[config.mk]
export PLATFORM = sky130hd
export DESIGN_NAME = log_stream_drain_flat
export DESIGN_NICKNAME = d
export VERILOG_FILES = /design/src/rtl/verinject_log_pkg.sv /design/src/rtl/log_stream_drain_if.sv /design/src/rtl/log_sync_fifo.sv /design/src/rtl/log_stream_drain.sv /design/src/flat_wrapper.sv
export SDC_FILE = /design/constraint.sdc
export NUM_CORES = 1
export LEC_CHECK = 0
export ABC_AREA = 1
export CAP_MARGIN = 20
export CORE_MARGIN = 2
export CORE_UTILIZATION = 35
export CTS_BUF_LIST = sky130_fd_sc_hd__clkbuf_2 sky130_fd_sc_hd__clkbuf_4 sky130_fd_sc_hd__clkbuf_8
export CTS_CLUSTER_DIAMETER = 80
export DETAILED_ROUTE_END_ITERATION = 7
export SLEW_MARGIN = 20
export SYNTH_ARGS = -nofsm -noshare
export SYNTH_HDL_FRONTEND = slang
export SYNTH_SLANG_ARGS = --single-unit
[constraint.sdc]
create_clock -name clk -period 5.65 [get_ports clk]
set_input_delay 0.8475 -clock clk [delete_from_list [all_inputs] [get_ports clk]]
set_output_delay 0.8475 -clock clk [all_outputs]
set_load 0.03 [all_outputs]
[src/rtl/verinject_log_pkg.sv]
// rtl/verinject_log_pkg.sv - shared widths, field bounds and serialiser phase for the log drain
//
// Purpose: constants and types shared by the log drain top, its FIFO and its stream interface.
// Contents:
//   LOG_REC_W / LOG_BEAT_W  record and beat widths
//   LOG_CYC_* / LOG_XOR_*   bit bounds of the cycle-number and XOR-difference fields
//   log_phase_e             serialiser phase (high beat first, then low beat)
package verinject_log_pkg;

    localparam int LOG_REC_W  = 64;
    localparam int LOG_BEAT_W = 32;

    localparam int LOG_CYC_HI = 63;
    localparam int LOG_CYC_LO = 32;
    localparam int LOG_XOR_HI = 31;
    localparam int LOG_XOR_LO = 0;

    typedef enum logic {
        PH_HI = 1'b0,
        PH_LO = 1'b1
    } log_phase_e;

endpackage

[src/rtl/log_stream_drain_if.sv]
// rtl/log_stream_drain_if.sv - valid/ready beat stream from the log drain to the host driver
//
// Purpose: bundles the outgoing beat stream.
// Signals:
//   m_tvalid  beat available
//   m_tready  consumer accepts the beat
//   m_tdata   beat payload (LOG_BEAT_W bits)
//   m_tlast   marks the low (second) beat of a record
// Modports: master (drain side), slave (consumer side).
interface log_stream_drain_if;
    import verinject_log_pkg::*;

    logic                  m_tvalid;
    logic                  m_tready;
    logic [LOG_BEAT_W-1:0] m_tdata;
    logic                  m_tlast;

    modport master (
        output m_tvalid,
        output m_tdata,
        output m_tlast,
        input  m_tready
    );

    modport slave (
        input  m_tvalid,
        input  m_tdata,
        input  m_tlast,
        output m_tready
    );

endinterface

[src/rtl/log_sync_fifo.sv]
// rtl/log_sync_fifo.sv - single-clock circular FIFO holding whole log records
//
// Purpose: DEPTH-entry storage with wrapping pointers and an explicit occupancy count.
// Ports:
//   clk, rst_n  clock, asynchronous active-low reset (pointers and level only)
//   i_push      write i_data at the tail; caller only pushes when not full or popping
//   i_data      record to store
//   i_pop       drop the head; caller only pops when not empty
//   o_head      record at the read pointer
//   o_level     entries held (0..DEPTH)
//   o_full      o_level == DEPTH
//   o_empty     o_level == 0
module log_sync_fifo #(
    parameter  int WIDTH = 64,
    parameter  int DEPTH = 16,
    localparam int AW    = $clog2(DEPTH),
    localparam int LW    = AW + 1
) (
    input  logic             clk,
    input  logic             rst_n,
    input  logic             i_push,
    input  logic [WIDTH-1:0] i_data,
    input  logic             i_pop,
    output logic [WIDTH-1:0] o_head,
    output logic [LW-1:0]    o_level,
    output logic             o_full,
    output logic             o_empty
);

    logic [WIDTH-1:0] r_mem [DEPTH];
    logic [AW-1:0]    r_wptr;
    logic [AW-1:0]    r_rptr;
    logic [LW-1:0]    r_level;

    // At full with a simultaneous pop, r_wptr == r_rptr: the slot being
    // overwritten is the head that is leaving this same cycle.
    always_ff @(posedge clk) begin
        if (i_push) begin
            r_mem[r_wptr] <= i_data;
        end
    end

    always_ff @(posedge clk or negedge rst_n) begin
        if (!rst_n) begin
            r_wptr  <= '0;
            r_rptr  <= '0;
            r_level <= '0;
        end else begin
            if (i_push) begin
                r_wptr <= r_wptr + AW'(1);
            end
            if (i_pop) begin
                r_rptr <= r_rptr + AW'(1);
            end
            case ({i_push, i_pop})
                2'b10:   r_level <= r_level + LW'(1);
                2'b01:   r_level <= r_level - LW'(1);
                default: r_level <= r_level;
            endcase
        end
    end

    assign o_head  = r_mem[r_rptr];
    assign o_level = r_level;
    assign o_full  = (r_level == LW'(DEPTH));
    assign o_empty = (r_level == '0);

endmodule

[src/rtl/log_stream_drain.sv]
// rtl/log_stream_drain.sv - captures 64-bit comparison records and streams them as two 32-bit beats
//
// Purpose: FIFO capture of log_write/log_data records, high-then-low beat serialiser,
// backlog level, sticky overflow and (optionally) a saturating dropped-record counter.
// Optional feature macro: LOG_DROP_CNT_EN builds the drop_count port and counter.
// Ports:
//   clk, rst_n    clock, asynchronous active-low reset
//   log_write     record strobe
//   log_data      record: [63:32] cycle number, [31:0] XOR difference
//   m_axis        beat stream (master modport of log_stream_drain_if)
//   level         records held, including one that is half sent
//   overflow      sticky: a record was dropped
//   clear         clears overflow and drop_count
//   drop_count    dropped records, saturating (LOG_DROP_CNT_EN only)
module log_stream_drain
    import verinject_log_pkg::*;
#(
    parameter  int DEPTH = 16,
    localparam int LW    = $clog2(DEPTH) + 1
) (
    input  logic                 clk,
    input  logic                 rst_n,
    input  logic                 log_write,
    input  logic [LOG_REC_W-1:0] log_data,
    log_stream_drain_if.master   m_axis,
    output logic [LW-1:0]        level,
    output logic                 overflow,
    input  logic                 clear
`ifdef LOG_DROP_CNT_EN
    ,
    output logic [15:0]          drop_count
`endif
);

    log_phase_e           r_phase;
    logic                 r_overflow;
    logic [LOG_REC_W-1:0] w_head;
    logic [LW-1:0]        w_level;
    logic                 w_full;
    logic                 w_empty;
    logic                 w_valid;
    logic                 w_hs;
    logic                 w_pop;
    logic                 w_push;
    logic                 w_drop;

    assign w_valid = !w_empty;
    assign w_hs    = w_valid && m_axis.m_tready;
    // A record leaves the FIFO only once its low beat is taken.
    assign w_pop   = w_hs && (r_phase == PH_LO);
    // A pop frees a slot in the same cycle, so a full FIFO still accepts.
    assign w_push  = log_write && (!w_full || w_pop);
    assign w_drop  = log_write && !w_push;

    log_sync_fifo #(
        .WIDTH (LOG_REC_W),
        .DEPTH (DEPTH)
    ) u_fifo (
        .clk     (clk),
        .rst_n   (rst_n),
        .i_push  (w_push),
        .i_data  (log_data),
        .i_pop   (w_pop),
        .o_head  (w_head),
        .o_level (w_level),
        .o_full  (w_full),
        .o_empty (w_empty)
    );

    always_ff @(posedge clk or negedge rst_n) begin
        if (!rst_n) begin
            r_phase <= PH_HI;
        end else if (w_hs) begin
            r_phase <= (r_phase == PH_HI) ? PH_LO : PH_HI;
        end
    end

    // Beat selection uses only the phase register and the stored head, so
    // data is stable under backpressure and m_tready never reaches m_tvalid.
    always_comb begin
        m_axis.m_tdata = '0;
        m_axis.m_tlast = 1'b0;
        if (w_valid) begin
            if (r_phase == PH_HI) begin
                m_axis.m_tdata = w_head[LOG_CYC_HI:LOG_CYC_LO];
            end else begin
                m_axis.m_tdata = w_head[LOG_XOR_HI:LOG_XOR_LO];
                m_axis.m_tlast = 1'b1;
            end
        end
    end

    assign m_axis.m_tvalid = w_valid;
    assign level           = w_level;

    // A drop in the same cycle as clear wins: the new drop must stay visible.
    always_ff @(posedge clk or negedge rst_n) begin
        if (!rst_n) begin
            r_overflow <= 1'b0;
        end else if (w_drop) begin
            r_overflow <= 1'b1;
        end else if (clear) begin
            r_overflow <= 1'b0;
        end
    end

    assign overflow = r_overflow;

`ifdef LOG_DROP_CNT_EN
    logic [15:0] r_drop_cnt;

    always_ff @(posedge clk or negedge rst_n) begin
        if (!rst_n) begin
            r_drop_cnt <= '0;
        end else if (clear) begin
            r_drop_cnt <= w_drop ? 16'd1 : 16'd0;
        end else if (w_drop && (r_drop_cnt != 16'hFFFF)) begin
            r_drop_cnt <= r_drop_cnt + 16'd1;
        end
    end

    assign drop_count = r_drop_cnt;
`endif

endmodule

[src/flat_wrapper.sv]
// flat-port wrapper written by rule: the top's interface ports become plain ports
module log_stream_drain_flat import verinject_log_pkg::*;
#(
    parameter  int DEPTH = 16,
    localparam int LW    = $clog2(DEPTH) + 1
)
  (clk, rst_n, log_write, log_data, level, overflow, clear, m_axis_m_tvalid, m_axis_m_tdata, m_axis_m_tlast, m_axis_m_tready);
  log_stream_drain_if m_axis_i ();
  input  logic clk;
  input  logic rst_n;
  input  logic log_write;
  input  logic [LOG_REC_W-1:0] log_data;
  output logic [LW-1:0] level;
  output logic overflow;
  input  logic clear;
  output wire logic [$bits(m_axis_i.m_tvalid)-1:0] m_axis_m_tvalid;
  output wire logic [$bits(m_axis_i.m_tdata)-1:0] m_axis_m_tdata;
  output wire logic [$bits(m_axis_i.m_tlast)-1:0] m_axis_m_tlast;
  input wire logic [$bits(m_axis_i.m_tready)-1:0] m_axis_m_tready;
  assign m_axis_m_tvalid = m_axis_i.m_tvalid;
  assign m_axis_m_tdata = m_axis_i.m_tdata;
  assign m_axis_m_tlast = m_axis_i.m_tlast;
  assign m_axis_i.m_tready = m_axis_m_tready;
  log_stream_drain #(.DEPTH(DEPTH)) u_core (.clk(clk), .rst_n(rst_n), .log_write(log_write), .log_data(log_data), .m_axis(m_axis_i), .level(level), .overflow(overflow), .clear(clear));
endmodule
==> impl_results.md <==
- Deepest clock path buffer count: 3
- Fin util: 0.4007
- Worst path arrival time: 4.19 ns
- Cell seen most often among critical-path stages: nand2_1
- Post-Syn Area per Cell: 11.84 um^2
- F_max: between 150 and 200 MHz
- Number of design-rule violations left by the first detailed-router iteration: between 2000 and 3000
- Min Clock Period, post-route: about 5 ns
- Leakage: 17.41 nW
- Final GP Congestion: between 0.7 and 0.8
- Sinks on Clock Net: between 1000 and 1500
- Required arrival time at the worst endpoint: ~4.8 ns
- Part of the Yosys area used for sequential elements: 0.7346
- EDFF count, synth: 1024
- Worst min path class: in -> async
- Clock latency reported for the late side of the worst-skew pair: about 0.81 ns
- Met3 Wirelength: 8439 um
- Number of levels the H-tree was split into: 4
- Detailed-routing iteration count for the pre-antenna-repair pass: 5
- WL/cell: 20.94 um
- Final WL: 113800 um
- GR Overflow Total: 0
- Unrepaired setup endpoints after global routing: no
- Residual DRC count: 0
- Antenna violations before repair: 18
- Boundary Pins: 109
- Worst slew pin tran: around 1.1 ns
- Status: completed
- Via count of the first global-routing pass: 26634
- Layout-stage area growth over the synthesis result: 13.47%
- Crit path kind: reg -> out
- Worst-path clk slew: 0.07 ns
- Routed metal-1 wirelength: 49070 um
- Hold Vio Cnt, Final: 0
- Final slew viol count: 0
- Number of flip-flops and latches in the synthesized netlist: 1039
- DIE AREA: 123900 um^2
- Post-CTS Setup Repair Bufs: 0
- Power density over the cells: 525.3 nW/um^2
- Largest net degree at the start of global routing: 183
- Die width: between 300 and 400 um
- CP cell instances: inv_8 -> buf_12 -> nand2_1 -> nand3_1 -> nand3_1 -> nand2_1 -> nand2_1 -> nand2_1 -> nand2_1 -> nand2_1 -> clkdlybuf4s50_1
- Share of layout cells above drive strength 1: 0.08877
- Height of the die: 351.9 um
- Number of instances in the synthesized netlist: 3579
- Gr usage total: 0.1815
- Maxcap violations: 0
- Amount of wire on met2 after detailed routing: 53710 um
- Number of distinct library cell variants in the gate-level netlist after synthesis: 23
- Element type at the critical path end: output port
- TritonCTS buffer count: 163
- FP Rows: 127
- HPWL after detailed placement: 56720 um
- Startpoint Class: register
- First-pass GRT wire length: roughly 170000 um
- Maximum fanout encountered on the critical timing path: 89
- Final total negative setup slack: 0 ns
- Delay of the slowest cell on the worst path: 0.73 ns
- Share of flip-flops with an asynchronous set or reset after synthesis: 0.01444
- CTS Hold Bufs: 0
- Top sig layer: met5
- Count of input and output buffers: 108
- Cell Area, Synth: 42370 um^2
- Worst path slowest cell: clkdlybuf4s50_1
- Peak supply drop: 0.4569 mV
- Final nets: 3775
- Effective utilization at floorplan: 0.3532
- Syn Nets: around 3700
- Vias after detailed routing: 27180
- Final period util: 0.8915
- CTS-repair resized insts: 0
- Primary FF master, synth: edfxtp_1
- DR vias/cell: ~5.0
- Std-Cell Core Area: 120000 um^2
- Setup Viol. Count Final: 0
- Clock tree from TritonCTS: yes
- Clock tree skew after final layout: around 0.032 ns
- Number of warnings printed during yosys synthesis: 0
- Slew HR: 0.2476
- Post-DRT Antenna Nets: 0
- Library cell used as clock root buffer: clkbuf_8
==> flip-flops by register name, summed over array words and instances, names as in the netlist <==
name                   count
u_core.u_fifo.o_level      5
u_core.overflow            1
u_core.u_fifo.r_wptr       4
u_core.u_fifo.r_mem     1024
u_core.u_fifo.r_rptr       4
u_core.r_phase             1
==> report_power, final <==
part | leakage [nW] | total (W) | switching (W) | internal (W)
clock network | 1.64 | 0.00615 | 0.00293 | 0.00322
registers | 9.43 | 0.00950 | 0.000243 | 0.00926
logic | 6.35 | 0.00960 | 0.00691 | 0.00270
==> Yosys cell counts (3+ instances only) <==
master / instances / area, um^2
nand2_1: 1474 / 5533
edfxtp_1: 1024 / 30750
nand3_1: 777 / 3889
buf_2: 130 / 650.6
buf_6: 46 / 518.0
nor2_1: 20 / 75.07
buf_4: 19 / 142.6
inv_1: 18 / 67.56
dfrtp_1: 15 / 375.4
clkbuf_1: 13 / 48.80
buf_1: 9 / 33.78
ha_1: 8 / 100.1
xor2_1: 7 / 61.31
inv_2: 5 / 18.77
o21ai_0: 4 / 20.02
a21oi_1: 3 / 15.01
==> cell type report <==
| type | count | area (um^2) |
|---|---|---|
| multi-input cells | 2300 | 9886 |
| clock inverters | 74 | 488.0 |
| clock buffers | 213 | 2619 |
| flip-flops and latches | 1039 | 31140 |
| repair buffers | 170 | 1809 |
| fillers | 11275 | 71890 |
| diodes | 4 | 10.01 |
| inverters | 23 | 108.9 |
| well taps | 1612 | 2017 |
==> per-layer routing <==
metal / global-route usage / vias up
li1: - / 12727
met1: 0.2421 / 13277
met2: 0.2940 / 944
met3: 0.04342 / 210
met4: 0.05365 / 22
met5: 0 / -
==> stage by stage <==
stage          area (um^2)  cells  hold WS, ns  power, W  worst slack (ns)
2_1_floorplan        42370   3579       0.4842   0.01613            0.9787
3_3_place_gp         44940   5143       0.5111   0.01919             1.418
3_5_place_dp         44960   5144       0.5246   0.01928             1.441
4_1_cts              48070   5431       0.4301   0.02541            0.5317
5_1_grt              48070   5434       0.4701   0.02676            0.3344
6_report             48080   5435       0.4727   0.02526            0.6132
==> kinds of logic (layout without fill, tap and decap cells) <==
group | after synthesis | count (layout) | synth area share
xor gates and xnor gates | 8 | 8 | 0.001654
DFF | 1039 | 1039 | 0.7346
other | 0 | 4 | 0
adders and majority gates | 9 | 9 | 0.002835
buffers and inverters | 240 | 480 | 0.03493
AOI/OAI and AO/OA | 9 | 9 | 0.001152
and+or+nand+nor | 2274 | 2274 | 0.2248
==> layout by cell type (no fill, tap or decap), drive strengths merged <==
cell,instances
nand2,1475
edfxtp,1024
nand3,777
clkbuf,213
clkdlybuf4s50,108
buf,62
clkinv,57
inv,33
nor2,21
dfrtp,15
ha,8
xor2,7
diode,4
o21ai,4
bufinv,4
a21oi,3
clkinvlp,3
o211ai,1
xnor2,1
o22ai,1
nand4,1
fa,1
==> worst paths after layout <==
check                                               from                         to  slack (ns)  cells past startpoint
min in group clk                u_core.u_fifo.o_level[4]   u_core.u_fifo.o_level[4]        0.55                      2
worst max-delay path             u_core.u_fifo.r_rptr[0]          m_axis_m_tdata[4]        0.61                     11
worst max register to register  u_core.u_fifo.o_level[1]  u_core.u_fifo.r_mem[1][3]        2.66                      9
worst min-delay path                               rst_n   u_core.u_fifo.o_level[2]        0.47                      1
worst min register to register  u_core.u_fifo.o_level[4]   u_core.u_fifo.o_level[4]        0.55                      2
max in group asynchronous                          rst_n    u_core.u_fifo.r_rptr[2]        4.63                      1
==> critical path, delay by kind of cell (launching register included) <==
family        cells  cell delay [ns]
simple gates      8             0.86
flops             1             0.72
buf+inv           3             1.61
Note: power is estimated with default switching activity, not from simulation.
